[src/rtl/muldiv_pkg.sv]
// Shared definitions for the iterative RV32M multiply/divide unit.
// Holds the funct3 opcodes, the FSM state type and the divide-class helper.
package muldiv_pkg;

    localparam logic [2:0] F3_MUL    = 3'b000;
    localparam logic [2:0] F3_MULH   = 3'b001;
    localparam logic [2:0] F3_MULHSU = 3'b010;
    localparam logic [2:0] F3_MULHU  = 3'b011;
    localparam logic [2:0] F3_DIV    = 3'b100;
    localparam logic [2:0] F3_DIVU   = 3'b101;
    localparam logic [2:0] F3_REM    = 3'b110;
    localparam logic [2:0] F3_REMU   = 3'b111;

    typedef enum logic [1:0] {
        IDLE = 2'd0,
        CALC = 2'd1,
        DONE = 2'd2
    } state_e;

    function automatic logic is_div(input logic [2:0] f3);
        return f3[2];
    endfunction

endpackage

[src/rtl/rv_muldiv_sign_fix.sv]
// Conditional two's-complement negate: out = neg ? -in : in (modulo 2^W).
module sign_fix #(
    parameter int W = 32
) (
    input  logic [W-1:0] in_i,
    input  logic         neg_i,
    output logic [W-1:0] out_o
);

    assign out_o = neg_i ? ({W{1'b0}} - in_i) : in_i;

endmodule

[src/rtl/rv_muldiv.sv]
// Iterative RV32M multiply/divide unit: radix-2 shift-add multiply and restoring
// divide on operand magnitudes, with sign correction applied on the finishing edge.
module rv_muldiv
    import muldiv_pkg::*;
#(
    parameter int XLEN = 32
) (
    input  logic            clk,
    input  logic            rst,
    input  logic            start,
    input  logic [2:0]      funct3,
    input  logic [XLEN-1:0] a,
    input  logic [XLEN-1:0] b,
    input  logic            kill,
    output logic            busy,
    output logic            stall,
    output logic            done,
    output logic [XLEN-1:0] result
);

    localparam int CW = $clog2(XLEN) + 1;
    localparam logic [XLEN-1:0] MIN_VAL = {1'b1, {(XLEN-1){1'b0}}};

    state_e            state_q, state_d;
    logic [CW-1:0]     cnt_q, cnt_d;
    logic [2*XLEN-1:0] acc_q, acc_d;
    logic [XLEN-1:0]   opnd_q, opnd_d;
    logic [2:0]        op_q, op_d;
    logic              neg_q, neg_d;
    logic [XLEN-1:0]   result_q, result_d;

    logic            a_signed, b_signed, sa, sb;
    logic [XLEN-1:0] abs_a, abs_b;
    logic            div_zero, div_ovf, special;
    logic [XLEN-1:0] special_res;

    assign a_signed = (funct3 == F3_MULH) || (funct3 == F3_MULHSU) ||
                      (funct3 == F3_DIV)  || (funct3 == F3_REM);
    assign b_signed = (funct3 == F3_MULH) || (funct3 == F3_DIV) || (funct3 == F3_REM);
    assign sa       = a_signed & a[XLEN-1];
    assign sb       = b_signed & b[XLEN-1];

    sign_fix #(.W(XLEN)) u_abs_a (.in_i(a), .neg_i(sa), .out_o(abs_a));
    sign_fix #(.W(XLEN)) u_abs_b (.in_i(b), .neg_i(sb), .out_o(abs_b));

    // Divides that need no iteration are answered directly in the load cycle.
    assign div_zero    = (b == {XLEN{1'b0}});
    assign div_ovf     = !funct3[0] && (a == MIN_VAL) && (b == {XLEN{1'b1}});
    assign special     = is_div(funct3) && (div_zero || div_ovf);
    assign special_res = div_zero ? (funct3[1] ? a : {XLEN{1'b1}})
                                  : (funct3[1] ? {XLEN{1'b0}} : MIN_VAL);

    logic [XLEN:0]     mul_sum, div_tmp, div_diff;
    logic [2*XLEN-1:0] mul_next, div_next, iter_next;

    assign mul_sum  = {1'b0, acc_q[2*XLEN-1:XLEN]} + (acc_q[0] ? {1'b0, opnd_q} : {(XLEN+1){1'b0}});
    assign mul_next = {mul_sum, acc_q[XLEN-1:1]};

    // Shifted partial remainder is at most 2*divisor-1, so the borrow is bit XLEN.
    assign div_tmp  = acc_q[2*XLEN-1:XLEN-1];
    assign div_diff = div_tmp - {1'b0, opnd_q};
    assign div_next = div_diff[XLEN] ? {div_tmp[XLEN-1:0], acc_q[XLEN-2:0], 1'b0}
                                     : {div_diff[XLEN-1:0], acc_q[XLEN-2:0], 1'b1};

    assign iter_next = is_div(op_q) ? div_next : mul_next;

    logic [2*XLEN-1:0] prod_fixed;
    logic [XLEN-1:0]   div_sel, div_fixed, final_res;

    assign div_sel = op_q[1] ? iter_next[2*XLEN-1:XLEN] : iter_next[XLEN-1:0];

    sign_fix #(.W(2*XLEN)) u_fix_prod (.in_i(iter_next), .neg_i(neg_q), .out_o(prod_fixed));
    sign_fix #(.W(XLEN))   u_fix_div  (.in_i(div_sel),   .neg_i(neg_q), .out_o(div_fixed));

    assign final_res = is_div(op_q)        ? div_fixed :
                       (op_q == F3_MUL)    ? prod_fixed[XLEN-1:0] :
                                             prod_fixed[2*XLEN-1:XLEN];

    // start is taken in IDLE or DONE unless kill is high; while an accepted
    // request is iterating, stall holds the pipeline and further starts are dropped.
    always_comb begin
        state_d  = state_q;
        cnt_d    = cnt_q;
        acc_d    = acc_q;
        opnd_d   = opnd_q;
        op_d     = op_q;
        neg_d    = neg_q;
        result_d = result_q;
        case (state_q)
            IDLE, DONE: begin
                state_d = IDLE;
                if (start) begin
                    op_d   = funct3;
                    opnd_d = abs_b;
                    acc_d  = {{XLEN{1'b0}}, abs_a};
                    neg_d  = (is_div(funct3) && funct3[1]) ? sa : (sa ^ sb);
                    if (special) begin
                        state_d  = DONE;
                        result_d = special_res;
                    end else begin
                        state_d = CALC;
                        cnt_d   = CW'(XLEN);
                    end
                end
            end
            CALC: begin
                acc_d = iter_next;
                cnt_d = cnt_q - CW'(1);
                if (cnt_q == CW'(1)) begin
                    state_d  = DONE;
                    result_d = final_res;
                end
            end
            default: state_d = IDLE;
        endcase
        if (kill) begin
            state_d  = IDLE;
            cnt_d    = '0;
            result_d = result_q;
        end
    end

    always_ff @(posedge clk) begin
        if (rst) begin
            state_q  <= IDLE;
            cnt_q    <= '0;
            acc_q    <= '0;
            opnd_q   <= '0;
            op_q     <= '0;
            neg_q    <= 1'b0;
            result_q <= '0;
        end else begin
            state_q  <= state_d;
            cnt_q    <= cnt_d;
            acc_q    <= acc_d;
            opnd_q   <= opnd_d;
            op_q     <= op_d;
            neg_q    <= neg_d;
            result_q <= result_d;
        end
    end

    assign busy   = (state_q == CALC);
    assign done   = (state_q == DONE);
    assign stall  = (state_q == CALC) | (start & (state_q != CALC) & !kill & !special);
    assign result = result_q;

endmodule

[config.mk]
export PLATFORM = sky130hd
export DESIGN_NAME = rv_muldiv
export DESIGN_NICKNAME = d
export VERILOG_FILES = /design/src/rtl/muldiv_pkg.sv /design/src/rtl/rv_muldiv_sign_fix.sv /design/src/rtl/rv_muldiv.sv
export SDC_FILE = /design/constraint.sdc
export NUM_CORES = 1
export LEC_CHECK = 0
export BUFFER_PORTS_ARGS = -buffer_cell sky130_fd_sc_hd__buf_2
export CORE_MARGIN = 5
export CORE_UTILIZATION = 30
export DETAILED_ROUTE_END_ITERATION = 12
export PLACE_DENSITY = 0.47
export SETUP_SLACK_MARGIN = 0.2
export SLEW_MARGIN = 10
export SYNTH_ARGS = -nofsm -noshare
export SYNTH_HDL_FRONTEND = slang
export SYNTH_HIERARCHICAL = 1
export SYNTH_SLANG_ARGS = --single-unit
export TNS_END_PERCENT = 5
[constraint.sdc]
create_clock -name clk -period 14.1 [get_ports clk]
set_input_delay 0 -clock clk [delete_from_list [all_inputs] [get_ports clk]]
set_output_delay 0 -clock clk [all_outputs]
set_load 0.02 [all_outputs]
Word level (Yosys, flattened, before mapping) --
Index checks and enable logic that the tools add are counted.
Operators by class: add/sub/neg operators 7, equal/unequal tests 14, mux-type cells 27, bitwise operators 8, reductions and logical operators 23
Operators with widths (number):
- 2-to-1 mux 32 bit | 13
- 2-to-1 mux 64 bit | 4
- one-hot mux 64 bit (2 select lines) | 1
- subtractor 1 x 32 -> 32 bit (first input constant) | 3
- == test 32 bit (second input constant) | 2
- one-hot mux 32 bit (2 select lines) | 1
- subtractor 1 x 64 -> 64 bit (first input constant) | 1
- adder 32 x 32 -> 33 bit | 1
- subtractor 33 x 32 -> 33 bit | 1
- logical NOT 32 bit | 1
- 2-to-1 mux 6 bit | 2
- one-hot mux 6 bit (2 select lines) | 1
- == test 3 bit (second input constant) | 2
- == test 6 x 1 -> 1 bit (second input constant) | 1
- logical OR 1 bit | 6
- 2-to-1 mux 2 bit | 3
- inequality test 2 bit (second input constant) | 3
- subtractor 6 x 1 -> 6 bit (second input constant) | 1
- AND 1 bit | 5
- AND reduction 5 bit | 1
- logical AND 1 bit | 4
- inequality test 2 x 1 -> 1 bit (second input constant) | 2
- one-hot mux 2 bit (2 select lines) | 1
- AND reduction 2 bit | 2
- other kinds (14) | 17
Storage, ports and cells: flip-flop bits (word level) 140

Logic depth before layout (Yosys ltp) --
word-level depth 9, mapped depth 27, mapped depth without buffers 24

Cells and area by module --
The synthesis kept the hierarchy.
Modules (own cells, without submodules):
- rv_muldiv | times used 1, cells an instance 1619, area an instance 12000.3 um^2, seq. area each 2802.7 um^2
- sign_fix at u_abs_a ... | times used 3, cells an instance 108, area an instance 767.0 um^2, seq. area each 0.0 um^2
- sign_fix at u_fix_prod | times used 1, cells an instance 198, area an instance 1453.9 um^2, seq. area each 0.0 um^2

Least setup slack after synthesis --
OpenSTA, ideal clock, no wires.
kind reg2reg, start point register acc_q[31], end point register result_q[31], in the netlist result[31], setup time 128 ps, arrival time 5531 ps, data required time 13972 ps, slack 8441 ps, cell stages (with the launch flop) 26, path buffers 2, cells stage by stage dfxtp_1 > inv_1 > ha_1 > inv_1 > fa_1 > a21o_1 > a31o_1 > a21oi_2 > o21ai_2 > a32o_1 > or3_1 > buf_4 > buf_6 > a311oi_2 > inv_1 > or4_4 > or4_4 > or4_4 > o41ai_2 > xnor2_1 > mux2i_1 > nor2_1 > a211oi_1 > a31oi_1 > mux2i_1 > nor2_1
Between the ends: word-level cells in the longest chain between the ends 9, elaborated cells between the ends (all ways) 12, those cells by class add/sub: 3; mux: 9
RTL lines:
- from (decl) | line rv_muldiv.sv:26 | logic [2*XLEN-1:0] acc_q, acc_d;
- from (signal assigned) | line rv_muldiv.sv:127 | acc_q <= '0;
- from (signal assigned) | line rv_muldiv.sv:135 | acc_q <= acc_d;
- subtractor 33 x 32 -> 33 bit | line rv_muldiv.sv:61 | assign div_diff = div_tmp - {1'b0, opnd_q};
- 2-to-1 mux 64 bit | line rv_muldiv.sv:62 | assign div_next = div_diff[XLEN] ? {div_tmp[XLEN-1:0], acc_q[XLEN-2:0], 1'b0}
- 2-to-1 mux 64 bit | line rv_muldiv.sv:65 | assign iter_next = is_div(op_q) ? div_next : mul_next;
- via iter_next[40] | line rv_muldiv.sv:54 | logic [2*XLEN-1:0] mul_next, div_next, iter_next;
- subtractor 1 x 64 -> 64 bit | line rv_muldiv_sign_fix.sv:10 | assign out_o = neg_i ? ({W{1'b0}} - in_i) : in_i;
- 2-to-1 mux 64 bit | line rv_muldiv_sign_fix.sv:10
- via prod_fixed[63] | line rv_muldiv.sv:67 | logic [2*XLEN-1:0] prod_fixed;
- 2-to-1 mux 32 bit | line rv_muldiv.sv:76 | (op_q == F3_MUL) ? prod_fixed[XLEN-1:0] :
- 2-to-1 mux 32 bit | line rv_muldiv.sv:75 | assign final_res = is_div(op_q) ? div_fixed :
- 2-to-1 mux 32 bit | line rv_muldiv.sv:109 | if (cnt_q == CW'(1)) begin
- one-hot mux 32 bit (2 select lines) | line rv_muldiv.sv:89 | case (state_q)
- to (signal assigned) | line rv_muldiv.sv:139 | result_q <= result_d;
- to (decl) | line rv_muldiv.sv:30 | logic [XLEN-1:0] result_q, result_d;
The timed path passes the listed nets, and every way through them passes these cells. The select of a mux whose other input is x is not followed. A chain may end at the register's enable or synchronous reset.

Worst setup path in the final report --
start point register acc_q[31], end point register result_q[25], in the netlist result[25]
The elaborated chain is that of the path after synthesis.

==> flow_summary.ini <==
[status]
status = complete, no violations

[pwr]
seq_power_share_pct = 29.5
totalPowerFinal_mw = 1.49
worst_ir_drop_vdd_mv = 0.0957
swShare_pct = 39.6
p_int_uw = 899
pwr-share-comb_pct = 38.2
p_sw_uw = 589
p_leak_nw = 6.65
pwr_density_cell_nw_per_um2 = 83.8
clock_power_share_pct = 32.3

[cells_and_area]
nNetsFinal = 2335
fillers = 5726
areaGrowthSynthToFinish_pct = 12.7
drive_gt1_share_pct = 13.2
final_core_util_pct = 33.9
regArea_um2 = 2810
diodes = 0
multi_input_area_um2 = 12100

[sta]
finalSetupViolations = 0
finalCriticalPeriod_ps = 6870
worstMarginPinSlew_ps = 1220
rsz0062_at_grt = no
tns_ps = 0
slew_headroom_pct = 18.3
maxSlewViolCount = 0
hold_viol = 0
skew_ps = 9.58
timing.final.crit_share_pct = 48.7
fmax_mhz = 146
hold_ws_ps = 18.0

[worst_setup_path]
cp.arrival_ps = 7280
worstPathRequired_ps = 14510
critPathCaptureType = register
critical_path.max_fanout = 16
cp-start-kind = register
path_class = reg -> reg

[detailed_routing]
drt_iter0_drc = 1494
finalWirelength_mm = 63.5
drtAntennaViolNets = 0
via_count = 16500
via_per_inst = 5.71
dr.pass1.iters = 5
drc = 0
wl_per_cell_um = 22.0

[yosys]
seq_area_frac_synth_pct = 17.8
synth-simple-area-share_pct = 24.6
synthArstFlopShare_pct = 0
synth_top_area_share_pct = 17.8
synth_top_family_by_area = compound AO/OA/AOI/OAI gates
postSynthCellCount = 2141
synth_compound_area_share_pct = 27.2
synth_xor_area_share_pct = 11.5
yosysMostFrequentCell = nand2_1
syn-num-nets = 2284
synth-edff-count = 0
synth-main-ff-cell = dfxtp_1
yosys-top-cells-area = dfxtp_1 18%, xnor2_1 10%, nand2_1 6.8%
synth_mux_area_share_pct = 7.43
synth_cell_types = 87
yosys-top-cells-count = 284 x nand2_1, 187 x xnor2_1, 176 x a21oi_1
synthAdderAreaFrac_pct = 5.81
ys_ff_latch = 140
syn_avg_cell_area_um2 = 7.36
synth.largest_area_cell = dfxtp_1
syn_area_um2 = 15800
ys_warn_count = 6

[die]
die_y_um = 239
boundaryPins = 106
rows = 84
coreArea_um2 = 52300
start_util_pct = 30.1
die_w_um = 239
die-area_um2 = 57200

[global_routing]
overflow = 0
grt_pass1_wl_mm = 96.1
antenna_found_initial = 0
grt_max_degree = 98
grt_pass1_vias = 15600
grt_usage_pct = 21.6

[clocking]
hold_buffers = 37
post-cts-setup-buffers = 0
clk_pin_slew_ps = 70
clock-sinks = 140
cts_resized = 0
clockBufferDepth = 2
clock_latency_ps = 490
cts_buffers = 17
cts_root_buffer = clkbuf_16
cts_tree = yes
htreeDepth = 4

[place]
place_congestion = 0.925
hpwl_mm = 48.4
io_buffers = 105

[worst_hold_path]
hp-class = in -> reg

[job]
cap_violations = 0
per-stage QoR:
step | area, um2 | setup slack [ps] | instances
2_1_floorplan | 15800 | 8440 | 2141
3_3_place_gp | 16800 | 7410 | 2823
3_5_place_dp | 16800 | 7340 | 2823
4_1_cts | 17700 | 7310 | 2892
5_1_grt | 17700 | 6960 | 2893
6_report | 17700 | 7230 | 2893
power by group through the flow:
stage / clock network (mW) / logic (mW) / registers [mW]
after floorplan: 0 / 0.391 / 0.441
after global placement: 0 / 0.551 / 0.447
after detailed placement: 0 / 0.551 / 0.447
after CTS: 0.490 / 0.562 / 0.438
after global routing: 0.508 / 0.618 / 0.441
final: 0.481 / 0.568 / 0.438
state kept, by name, indices dropped and copies added, names as in the netlist:
register	flops
neg_q	1
op_q	3
acc_q	64
result	32
cnt_q	6
opnd_q	32
state_q	2
layout by cell type (no fill, tap or decap), types with 18 or more instances in the layout:
cell type,Yosys,final
nand2_1,284,284
o41ai_1,42,42
buf_2,11,104
nand2b_1,24,23
dfxtp_1,140,138
mux2_2,49,49
xor2_1,20,20
or4_1,24,24
nand4_1,25,25
a211oi_1,34,34
nand3_1,23,23
a21o_1,23,23
dlygate4sd3_1,0,37
a21oi_1,176,176
a22oi_1,29,29
nor2b_1,41,40
and2_1,42,42
mux2i_1,55,55
nor2_1,144,142
ha_1,70,70
buf_4,9,28
inv_1,76,75
o31ai_1,48,48
clkbuf_16,0,18
o21ai_0,102,102
xnor2_1,187,187
or3_1,20,20
nor3_1,49,47
nor4_1,35,35
cell type report:
| class | instances | area share, % |
|---|---|---|
| multi-input combinational | 1787 | 68.1 |
| sequential | 140 | 15.8 |
| timing repair buffer | 170 | 6.29 |
| tap | 688 | 4.85 |
| clock buffer | 19 | 2.56 |
| inverter | 76 | 1.61 |
| clock inverter | 13 | 0.790 |
worst max-delay path: stages (launching register included):
cell      delay (ps)
dfxtp_1          340
inv_1             90
ha_1             170
inv_1             50
fa_1             410
a21o_1           210
a31o_1           260
a21oi_2          230
o21ai_2          160
a32o_1           330
or3_1            670
a311oi_2         660
inv_1            140
or4_4            610
or4_4            530
or4_4            540
o41ai_2          370
xnor2_1          210
mux2i_1          100
o21ai_0          340
a21oi_1          140
a211oi_2         220
cell families (layout without fill, tap and decap cells):
logic type	Yosys count	in the layout
and+or+nand+nor	775	775
AOI/OAI and AO/OA	625	625
buffers and inverters	214	278
xor gates and xnor gates	207	207
DFF	140	140
muxes	108	108
adders and majority gates	72	72
worst paths after layout:
check	from	end	slack (ps)	cells past startpoint
max	acc_q[31]	result[25]	7230	21
min	rst	neg_q	20	2
max reg2reg	acc_q[31]	result[25]	7230	21
min reg2reg	opnd_q[13]	opnd_q[13]	470	2
layer usage:
metal | track usage [%] | routed length (um) | vias to the layer above
met2 | 34.5 | 28800 | 486
met5 | 0 | 0 | -
met4 | 5.88 | 1340 | 0
li1 | - | - | 7945
met3 | 3.63 | 3930 | 65
met1 | 30.2 | 29400 | 8033
No activity file was read; power rests on OpenSTA's default activity.
